--- src/rtl/fifo_pkg.sv ---
// Shared FIFO-side definitions: data width, write-arbiter defaults and FSM state type.
package fifo_pkg;
  localparam int DATA_WIDTH = 8;
  localparam int NUM_REQ    = 4;
  localparam int MAX_BURST  = 16;

  typedef enum logic {IDLE, BURST} wr_arb_state_t;
endpackage

--- src/rtl/rr_pick.sv ---
// Combinational rotating-priority picker: first set bit of i_req scanning upward from i_last_idx+1.
module rr_pick import fifo_pkg::*; #(
  parameter int N = fifo_pkg::NUM_REQ
) (
  input  logic [N-1:0]         i_req,
  input  logic [$clog2(N)-1:0] i_last_idx,
  output logic [$clog2(N)-1:0] o_idx,
  output logic                 o_found
);
  localparam int IDX_W = $clog2(N);

  logic [IDX_W-1:0] w_j;

  // Walk the ring from farthest to nearest so the nearest hit wins the last assignment.
  always_comb begin
    o_idx   = '0;
    o_found = 1'b0;
    w_j     = '0;
    for (int k = N; k >= 1; k--) begin
      w_j = IDX_W'((int'(i_last_idx) + k) % N);
      if (i_req[w_j]) begin
        o_idx   = w_j;
        o_found = 1'b1;
      end
    end
  end
endmodule

--- src/rtl/fifo_wr_arbiter.sv ---
// Round-robin owner of the async FIFO write port; one burst per grant, ended by req_last
// or MAX_BURST beats, with wfull back-pressure applied combinationally to the owner.
module fifo_wr_arbiter import fifo_pkg::*; #(
  parameter int NUM_REQ    = fifo_pkg::NUM_REQ,
  parameter int DATA_WIDTH = fifo_pkg::DATA_WIDTH,
  parameter int MAX_BURST  = fifo_pkg::MAX_BURST
) (
  input  logic                          wclk,
  input  logic                          wrst,
  input  logic [NUM_REQ-1:0]            req_valid,
  input  logic [NUM_REQ*DATA_WIDTH-1:0] req_data,
  input  logic [NUM_REQ-1:0]            req_last,
  output logic [NUM_REQ-1:0]            req_ready,
  output logic [NUM_REQ-1:0]            grant,
  output logic                          busy,
  output logic                          winc,
  output logic [DATA_WIDTH-1:0]         wdata,
  input  logic                          wfull
);
  localparam int IDX_W = $clog2(NUM_REQ);
  localparam int CNT_W = $clog2(MAX_BURST) + 1;

  wr_arb_state_t         r_state, w_state_nxt;
  logic [NUM_REQ-1:0]    r_grant, w_grant_nxt;
  logic [IDX_W-1:0]      r_last_idx, w_last_idx_nxt;
  logic [CNT_W-1:0]      r_beat_cnt, w_beat_cnt_nxt;
  logic [IDX_W-1:0]      w_pick_idx;
  logic                  w_pick_found;
  logic [DATA_WIDTH-1:0] w_gdata;
  logic                  w_glast;
  logic                  w_beat;
  logic                  w_release;

  rr_pick #(.N(NUM_REQ)) u_pick (
    .i_req      (req_valid),
    .i_last_idx (r_last_idx),
    .o_idx      (w_pick_idx),
    .o_found    (w_pick_found)
  );

  // Grant is one-hot, so an AND-OR mux selects the owner's data and last flag.
  always_comb begin
    w_gdata = '0;
    w_glast = 1'b0;
    for (int i = 0; i < NUM_REQ; i++) begin
      if (r_grant[i]) begin
        w_gdata = w_gdata | req_data[i*DATA_WIDTH +: DATA_WIDTH];
        w_glast = w_glast | req_last[i];
      end
    end
  end

  assign busy      = (r_state == BURST);
  assign grant     = r_grant;
  assign req_ready = busy ? (r_grant & {NUM_REQ{~wfull}}) : '0;
  assign w_beat    = |(req_valid & req_ready);
  assign winc      = w_beat;
  assign wdata     = w_beat ? w_gdata : '0;
  assign w_release = w_beat && (w_glast || (r_beat_cnt == CNT_W'(MAX_BURST - 1)));

  always_comb begin
    w_state_nxt    = r_state;
    w_grant_nxt    = r_grant;
    w_last_idx_nxt = r_last_idx;
    w_beat_cnt_nxt = r_beat_cnt;
    case (r_state)
      IDLE: begin
        if (w_pick_found) begin
          w_state_nxt    = BURST;
          w_grant_nxt    = NUM_REQ'(1) << w_pick_idx;
          w_last_idx_nxt = w_pick_idx;
          w_beat_cnt_nxt = '0;
        end
      end
      BURST: begin
        if (w_beat) w_beat_cnt_nxt = r_beat_cnt + CNT_W'(1);
        if (w_release) begin
          w_state_nxt    = IDLE;
          w_grant_nxt    = '0;
          w_beat_cnt_nxt = '0;
        end
      end
      default: w_state_nxt = IDLE;
    endcase
  end

  always_ff @(posedge wclk) begin
    if (wrst) begin
      r_state    <= IDLE;
      r_grant    <= '0;
      r_last_idx <= IDX_W'(NUM_REQ - 1);
      r_beat_cnt <= '0;
    end else begin
      r_state    <= w_state_nxt;
      r_grant    <= w_grant_nxt;
      r_last_idx <= w_last_idx_nxt;
      r_beat_cnt <= w_beat_cnt_nxt;
    end
  end
endmodule

--- config.mk ---
export PLATFORM = sky130hd
export DESIGN_NAME = fifo_wr_arbiter
export DESIGN_NICKNAME = d
export VERILOG_FILES = /design/src/rtl/fifo_pkg.sv /design/src/rtl/rr_pick.sv /design/src/rtl/fifo_wr_arbiter.sv
export SDC_FILE = /design/constraint.sdc
export NUM_CORES = 1
export LEC_CHECK = 0
export CORE_MARGIN = 4
export CORE_UTILIZATION = 29
export CTS_CLUSTER_DIAMETER = 60
export DETAILED_ROUTE_END_ITERATION = 8
export GPL_TIMING_DRIVEN = 0
export PLACE_DENSITY = 0.78
export SLEW_MARGIN = 30
export SYNTH_ARGS = -nofsm -noshare
export SYNTH_HDL_FRONTEND = slang
export SYNTH_SLANG_ARGS = --single-unit
--- constraint.sdc ---
create_clock -name wclk -period 2.97 [get_ports wclk]
set_clock_uncertainty 0.15 [all_clocks]
set_input_delay 0.4455 -clock wclk [delete_from_list [all_inputs] [get_ports wclk]]
set_output_delay 0.4455 -clock wclk [all_outputs]
set_load 0.02 [all_outputs]
# [Yosys cells after proc, flatten, opt, wreduce, memory -nomap -nowiden]
# Cells that the tools add are included.
[op_classes] add_sub_neg=5 n_lt_le_gt_ge=4 n_eq_ne=4 n_shift=1 n_mux=36 bitwise=10 n_reduce_logical=6
[ops] operator="8-bit 2-to-1 mux" n=5
[ops] operator="8-bit bitwise OR" n=3
[ops] operator="5-bit 2-to-1 mux" n=3
[ops] operator="1-bit 2-to-1 mux" n=14
[ops] operator="2-bit by 3-bit less-than comparator with 1-bit output, second input constant" n=4
[ops] operator="4-bit 2-to-1 mux" n=3
[ops] operator="5-bit one-hot mux with 2 select lines" n=1
[ops] operator="4-bit bitwise AND" n=2
[ops] operator="1-bit binary-select mux with 2-bit select" n=4
[ops] operator="2-bit 2-to-1 mux" n=4
[ops] operator="4-bit one-hot mux with 2 select lines" n=1
[ops] operator="2-bit AND reduction" n=3
[ops] operator="5-bit by 1-bit adder with 5-bit output, second input constant" n=1
[ops] operator="5-bit by 4-bit == test with 1-bit output, second input constant" n=1
[ops] operator="2-bit by 1-bit adder with 2-bit output, second input constant" n=2
[ops] operator="2-bit adder, second input constant" n=2
[ops] operator="2-bit by 1-bit inequality test with 1-bit output, second input constant" n=2
[ops] operator="4-bit OR reduction" n=1
[ops] operator="1-bit by 2-bit << shifter with 4-bit output, first input constant" n=1
[ops] operator="3-bit by 1-bit inequality test with 1-bit output, second input constant" n=1
[ops] operator="1-bit bitwise OR" n=3
[ops] operator="1-bit NOT" n=2
[ops] operator="1-bit one-hot mux with 2 select lines" n=1
[ops] operator="1-bit logical AND" n=1
[ops] operator="1-bit logical OR" n=1
[totals] ff_bits=12 inputBits=43 output_inout_bits=18 elab_cells=70

# [Logic depth before layout (Yosys ltp)]
# Gate-level depths: netlist (run 1).
[depth] word_depth=11 ltp_mapped=8 depth_no_buf=8

# [By module]
# From an unflattened synthesis (run 1), not the netlist that was laid out.
[hier_totals] hier_cells=119 area_unflattened_um2=920.9
[by_module_without_submodules] mod="fifo_wr_arbiter" instances=1 cells_per_inst=105 area_each_um2=829.5 seq_area_each_um2=240.2
[by_module_without_submodules] mod="rr_pick" instances=1 cells_per_inst=14 area_each_um2=91.3 seq_area_each_um2=0.0

# [Worst setup path after synthesis (run 1)]
# Ideal clock, no wire load.
[synth_timing] path_type="register to output" from="reg r_state (netlist: busy)" to="out wdata[0]" arrival_time_ns=1.276 required_ns=2.375 path_slack_ns=1.098 path_stages_with_launch=5 n_path_buf=1 cell_sequence="dfxtp_1 -> and2b_1 -> o21ai_2 -> buf_2 -> a21oi_1"
[synth_between] elab_chain_cells=4
[synth_rtl] item="from (decl)" line_no="fifo_wr_arbiter.sv:23" source="wr_arb_state_t r_state, w_state_nxt;"
[synth_rtl] item="from (signal assigned)" line_no="fifo_wr_arbiter.sv:94" source="r_state <= w_state_nxt;"
[synth_rtl] item="4-bit 2-to-1 mux" line_no="fifo_wr_arbiter.sv:55" source="assign req_ready = busy ? (r_grant & {NUM_REQ{~wfull}}) : '0;"
[synth_rtl] item="4-bit bitwise AND" line_no="fifo_wr_arbiter.sv:56" source="assign w_beat = |(req_valid & req_ready);"
[synth_rtl] item="4-bit OR reduction" line_no="fifo_wr_arbiter.sv:56"
[synth_rtl] item="8-bit 2-to-1 mux" line_no="fifo_wr_arbiter.sv:58" source="assign wdata = w_beat ? w_gdata : '0;"
[synth_rtl] item="to (decl)" line_no="fifo_wr_arbiter.sv:17" source="output logic [DATA_WIDTH-1:0] wdata,"
# No other way between the ends.

# [Final worst setup path (run 1)]
[layout_timing] from="in req_valid[3]" to="out wdata[6]"
[layout_between] elab_chain_cells=3
[layout_rtl] item="from (decl)" line_no="fifo_wr_arbiter.sv:10" source="input logic [NUM_REQ-1:0] req_valid,"
[layout_rtl] item="4-bit bitwise AND" line_no="fifo_wr_arbiter.sv:56"
[layout_rtl] item="4-bit OR reduction" line_no="fifo_wr_arbiter.sv:56"
[layout_rtl] item="8-bit 2-to-1 mux" line_no="fifo_wr_arbiter.sv:58"
# No other way between the ends.

==> impl_summary.log, run 1 <==
[metrics] total of endpoints with negative setup slack in the final report: 0
[metrics] most frequent cells in the layout: sky130_fd_sc_hd__clkdlybuf4s50_1, sky130_fd_sc_hd__a22oi_1, sky130_fd_sc_hd__a21oi_1
[metrics] std cell rows: 19
[metrics] Most Frequent Cell on Critical Path: sky130_fd_sc_hd__clkdlybuf4s50_1
[metrics] clock tree from TritonCTS: yes
[metrics] Final min period: 2870 ps
[metrics] fraction of layout instances using a drive strength above 1: 6.25%
[metrics] count of buffering cells on the critical path with inverters included: 3
[metrics] Finished Core Util: 55.5%
[metrics] layout overhead on the synthesized area: 78.1%
[metrics] Net Count, Synth: 157
[metrics] total global routing overflow: 0
[metrics] clock transition at the registers of the reported paths: 80 ps
[metrics] starting density of the core: 31.1%
[metrics] number of global-route vias before repair: 1060
[metrics] placed standard-cell area: 1520 sq um
[metrics] global-route wire length before repair: 5.06 mm
[metrics] average cell area after synthesis: 7.86 sq um
[metrics] arrival time reported for the critical path endpoint: 2270 ps
[metrics] Core ar.: 2830 sq um
[metrics] placer congestion estimate: 0.803
[metrics] sequential-to-total area share from yosys stat: 27.3%
[metrics] most common cell after layout, fill and taps aside: sky130_fd_sc_hd__clkdlybuf4s50_1
[metrics] width of the die: 63.1 um
[metrics] Die Outline Area: 3980 sq um
[metrics] classification of the worst setup path: in -> out
[metrics] H-Tree Depth: 1
[metrics] number of diodes added for antenna fixing: 0
[metrics] max-cap check violation count: 0
[metrics] Layout Cells excl Fill: 207
[metrics] ys flop type: sky130_fd_sc_hd__dfxtp_1
[metrics] internal power component: 0.000350 W
[metrics] global routing usage summed across all routing layers: 15.7%
[metrics] kind of start point of the critical path: primary input
[metrics] Period Utilization, post-route: 96.5%
[metrics] setup repair after global routing missed its margin: false
[metrics] First-pass DRT Iterations: 4
[metrics] EDFF count, synth: 0
[metrics] Comb pwr share: 37.8%
[metrics] post-route DRC violation count: 0
[metrics] number of distinct library cell variants in the gate-level netlist after synthesis: 34
[metrics] total number of vias: 1114
[metrics] count of nets after finishing: 222
[metrics] flip-flop and latch count after synthesis: 12
[metrics] leakage component of the power: 0.628 nW
[metrics] worst vdd ir: 285 uV
[metrics] post-layout instance area: 1570 sq um
[metrics] number of warnings reported in the yosys synthesis log: 0
[metrics] CP Capture Type: output pin
[metrics] Max Clock Freq: 349 MHz
[metrics] sw power: 0.000153 W
[metrics] final count of pins violating max slew: 0
[metrics] delay contributed by the slowest stage of the critical path: 540 ps
[metrics] switching fraction of total power: 30.4%
[metrics] detailed placer's ending HPWL: 2.55 mm
[metrics] number of buffers added by the clock tree synthesis step: 3
[metrics] Detailed Route Iter0 Violations: 85
[metrics] Cells after Synth: 112
[metrics] Max Root-Sink Buffers: 2
[metrics] slowest library cell on the worst path: sky130_fd_sc_hd__clkdlybuf4s50_1
[metrics] detailed-route vias per instance: 5.38
[metrics] count of placed standard cells including taps: 203
[metrics] register share of total power: 36.0%
[metrics] Tightest Pin Transition: 507 ps
[metrics] top-level I/O count: 61
[metrics] Slew Limit Headroom: 66.2%
[metrics] clock share of power: 26.2%
[metrics] critical path's top delay family: buffers and inverters
[metrics] worst-path fanout max: 10
[metrics] Port Buffer Count: 60
[metrics] required time of the critical path: 2370 ps
[metrics] Final Hold Vio Count: 0
[metrics] antenna violations before repair: 0
[metrics] die span in y: 63.1 um
[metrics] type of the worst min-delay path: reg -> reg
[metrics] clock latency at the later pin of the worst-skew pair: 270 ps
[metrics] number of clock sinks seen by CTS: 12
[metrics] Synth async-reset ratio: 0%
[metrics] areal power density over the cells: 321 nW/um^2
[metrics] maximum number of pins on one net before global-route repair: 11
[metrics] remaining antenna violation count: 0
[metrics] number of filler instances in the final layout: 261
[metrics] detailed-route wire length per cell: 15.6 um
[metrics] crit-path cells: clkdlybuf4s50_1 > a22o_1 > o21ai_2 > clkbuf_4 > a21oi_1 > clkdlybuf4s50_1
[metrics] total wire length: 3.23 mm
[metrics] synthesized area: 881 sq um
[metrics] result of the run: completed
[metrics] aggregate negative setup slack: 0 ps
[metrics] CTS Root Cell: sky130_fd_sc_hd__clkbuf_4
-- flip-flops by register name, summed over array words and instances, names as in the netlist --
name	cells
r_beat_cnt	5
grant	4
r_last_idx	2
busy	1
-- stage by stage --
| stage | hold WS, ps | setup slack (ps) | power, W |
|---|---|---|---|
| detailed placement | 319 | 78.4 | 0.000374 |
| global placement | 310 | 97.1 | 0.000369 |
| finish | 337 | 105 | 0.000504 |
| CTS | 339 | 78.7 | 0.000507 |
| global route | 353 | 11.8 | 0.000533 |
| floorplan | 290 | 1100 | 0.000276 |
-- worst paths after layout --
path | start | to | slack, ps | cells past startpoint
max reg2reg | r_beat_cnt[0]$_SDFFE_PP0P_ | grant[3]$_SDFFE_PP0P_ | 1030 | 8
max | req_valid[3] | wdata[6] | 100 | 6
min | r_last_idx[0]$_SDFFE_PP1P_ | r_last_idx[0]$_SDFFE_PP1P_ | 340 | 1
min reg2reg | r_last_idx[0]$_SDFFE_PP1P_ | r_last_idx[0]$_SDFFE_PP1P_ | 340 | 1
-- power by group through the flow --
stage / clock (W) / combinational [W] / sequential (W)
after detailed placement: 0 / 0.000189 / 0.000185
final: 0.000132 / 0.000190 / 0.000181
after CTS: 0.000136 / 0.000190 / 0.000181
after global routing: 0.000145 / 0.000205 / 0.000183
after global placement: 0 / 0.000185 / 0.000185
after floorplan: 0 / 0.0000865 / 0.000189
-- synth_stat cells, types with 2 or more instances --
library cell	n	area (sq um)
sky130_fd_sc_hd__a22oi_1	19	143
sky130_fd_sc_hd__a21oi_1	16	80.1
sky130_fd_sc_hd__dfxtp_1	12	240
sky130_fd_sc_hd__nor2_1	9	33.8
sky130_fd_sc_hd__and2_1	5	31.3
sky130_fd_sc_hd__clkbuf_1	5	18.8
sky130_fd_sc_hd__nand2_1	5	18.8
sky130_fd_sc_hd__nand2b_1	5	31.3
sky130_fd_sc_hd__nand3b_1	4	30.0
sky130_fd_sc_hd__inv_1	3	11.3
sky130_fd_sc_hd__a211o_1	2	17.5
sky130_fd_sc_hd__a22o_1	2	17.5
sky130_fd_sc_hd__ha_1	2	25.0
sky130_fd_sc_hd__nand3_1	2	10.0
sky130_fd_sc_hd__nor3_1	2	10.0
-- routing by layer --
metal  wire [um]  global-route usage [%]  vias to the layer above
met2        1420                    26.6                       55
met3         296                    4.26                        2
met4          14                    2.48                        0
li1            -                       -                      555
met5           0                       0                        -
met1        1490                    20.0                      502
-- cell type report --
class                   instances  area [sq um]  share of cell area (%)
well taps                      31          38.8                    2.47
flip-flops and latches         12           240                    15.3
repair buffers                 60           611                    38.9
clock buffers                   4          36.3                    2.31
plain buffers                   7          37.5                    2.39
inverters                       3          11.3                   0.718
multi-input cells              90           594                    37.9
-- logic make-up (layout without fill, tap and decap cells) --
kind of cell / count (synthesis) / in the layout / share of synthesized area [%]
AND/OR/NAND/NOR: 36 / 36 / 22.3
adder cells (fa/ha/maj): 2 / 2 / 2.84
AO/OA/AOI/OAI: 52 / 52 / 42.3
buffers and inverters: 10 / 74 / 5.26
flip-flops: 12 / 12 / 27.3
-- repair_timing --
item                       CTS  global route
setup endpoints to repair    0             8
gates resized for setup      0             5
setup buffers                0             0
hold buffers                 0             0
Power figures use the tool's default switching activity.
==> inputs of run 2 (changes only) <==
CAP_MARGIN = 20   (was not set)
==> results of run 2 <==
Final layout, timing and power as in run 1 (identical DEF).
==> variant: new RTL, settings of run 1 <==
The package constant `NUM_REQ` goes from 4 to 8.
--- a/src/rtl/fifo_pkg.sv
+++ b/src/rtl/fifo_pkg.sv
@@ -1,7 +1,7 @@
 // Shared FIFO-side definitions: data width, write-arbiter defaults and FSM state type.
 package fifo_pkg;
   localparam int DATA_WIDTH = 8;
-  localparam int NUM_REQ    = 4;
+  localparam int NUM_REQ    = 8;
   localparam int MAX_BURST  = 16;
 
   typedef enum logic {IDLE, BURST} wr_arb_state_t;
Interface: changed (5 resized); port bits go from 61 to 109. No check against the original RTL was run, so the function may have changed too.
==> variant against run 1 <==
- the run now ends with setup timing left
- final area increased to 2.5 times the old value
- via count increased to 2.6 times the old value
- register-to-register slack got worse by 1.2 ns
- setup slack got worse by 0.25 ns
- area after synthesis increased to 2.5 times the old value
- wire length increased to 3.2 times the old value
- global-route usage increased by 4.0 points
- non-clock buffer count increased by 94
- sequential cell count increased by 5
- count of clock-buffer cells in the layout decreased by 1
- die area increased by 130%
Power is left out: it rests on default switching activity, and per cell area and clock period it moved more than threefold.
==> variant: results <==
export IMPL_synthXorXnorAreaFrac_pct=2.37
export IMPL_drtPass1Iterations=5
export IMPL_netlist_instances=252
export IMPL_setup_violations=12
export IMPL_avgRoutedWirePerCell_um=21.0
export IMPL_maxCapViolations=0
export IMPL_worstSkewPairLatency_ns=0.25
export IMPL_grt_max_degree=12
export IMPL_synthTopCellsByCount="a22oi_1 (23), clkbuf_1 (19), dfxtp_1 (17), mux4_2 (16), and2_1 (14)"
export IMPL_fmax_mhz=321
export IMPL_grt_pass1_vias=2726
export IMPL_ys_warn_count=0
export IMPL_pre_cts_slack_ns=-0.475
export IMPL_nFillCells=619
export IMPL_diodes=0
export IMPL_placed_area_mm2=0.00346
export IMPL_ys_types=53
export IMPL_detailroute_via_count=2925
export IMPL_violations="setup timing"
export IMPL_synthTopCellsByArea="mux4_2 (16%), dfxtp_1 (15%), a22oi_1 (7.8%)"
export IMPL_crit_fanout=5
export IMPL_synth_compound_area_share_pct=33.8
export IMPL_place_congestion=0.922
export IMPL_hold_path_class="reg2reg"
export IMPL_grt_pass1_wl_um=14100
export IMPL_grt_usage_pct=19.7
export IMPL_worst_slack_ns=-0.145
export IMPL_clkTransAtPathRegs_ns=0.06
export IMPL_drt_first_iter_violations=354
export IMPL_dp_hpwl_um=7130
export IMPL_synth_nets=339
export IMPL_final_nets=478
export IMPL_wl_um=10300
export IMPL_cp_arrival_ns=3.10
export IMPL_largest_reg_flops=8
export IMPL_drive_gt1_share_pct=27.7
export IMPL_root_buffer="clkbuf_8"
export IMPL_slew_headroom_pct=53.5
export IMPL_dp_cells=455
export IMPL_io_buffers=104
export IMPL_cts_inserted_buffers=3
export IMPL_htreeDepth=1
export IMPL_synthMuxAreaShare_pct=25.5
export IMPL_status="finished, violations left"
export IMPL_synth_fa_ha_area_share_pct=2.26
export IMPL_synth_seq_area_share_pct=15.4
## variant: final timing paths
| path | start | slack [ns] | depth (start not counted) | end |
|---|---|---|---|---|
| setup / recovery | r_last_idx[0] | -0.15 | 12 | grant[3] |
| hold / removal | r_beat_cnt[4] | 0.32 | 2 | r_beat_cnt[4] |
| setup reg to reg | r_last_idx[0] | -0.15 | 12 | grant[3] |
| hold reg to reg | r_beat_cnt[4] | 0.32 | 2 | r_beat_cnt[4] |
## variant: repair_timing
item	CTS	global route
setup buffers	18	13
gates resized for setup	41	31
gates cloned	1	0
endpoints found under the setup margin	24	22
pin swaps	13	7
## variant: metrics by stage
step                      hold WS (ns)  setup TNS (ns)
final                            0.320           -1.11
after global routing             0.334           -2.09
after CTS                        0.330          -0.150
after detailed placement         0.320           -8.70
after global placement           0.293           -7.46
after floorplan                  0.276          -0.100
## variant: layout make-up
class	count	area (um^2)	area share, %
Clock buffer	3	41.3	1.05
Buffer	25	183	4.65
Clock inverter	1	5.00	0.127
Inverter	7	38.8	0.986
Sequential cell	17	343	8.72
Timing Repair Buffer	136	1290	32.7
Tap cell	99	124	3.15
Multi-Input combinational cell	201	1910	48.6
## variant: cells by family (layout without fill, tap and decap cells)
| kind of cell | count (synthesis) | in the layout |
|---|---|---|
| AO/OA/AOI/OAI | 98 | 98 |
| AND/OR/NAND/NOR | 58 | 58 |
| multiplexers | 35 | 35 |
| buffers and inverters | 34 | 172 |
| flip-flops | 17 | 17 |
| XOR/XNOR | 6 | 6 |
| adder cells (fa/ha/maj) | 4 | 4 |
## variant: metal layers
metal,vias up,wire [um],track usage (%)
met1,1426,3980,25.0
met3,28,730,3.31
li1,1303,-,-
met4,0,344,6.40
met5,-,0,0
met2,168,5190,33.8
## variant: worst max-delay path: stages, from the launching register on
cell	delay [ns]
dfxtp_2	0.34
buf_6	0.10
buf_12	0.10
clkinv_8	0.05
ha_4	0.27
buf_12	0.11
mux4_2	0.36
buf_4	0.17
nor4_2	0.44
a31oi_2	0.24
nand2_1	0.30
a2111o_1	0.24
o31ai_1	0.09
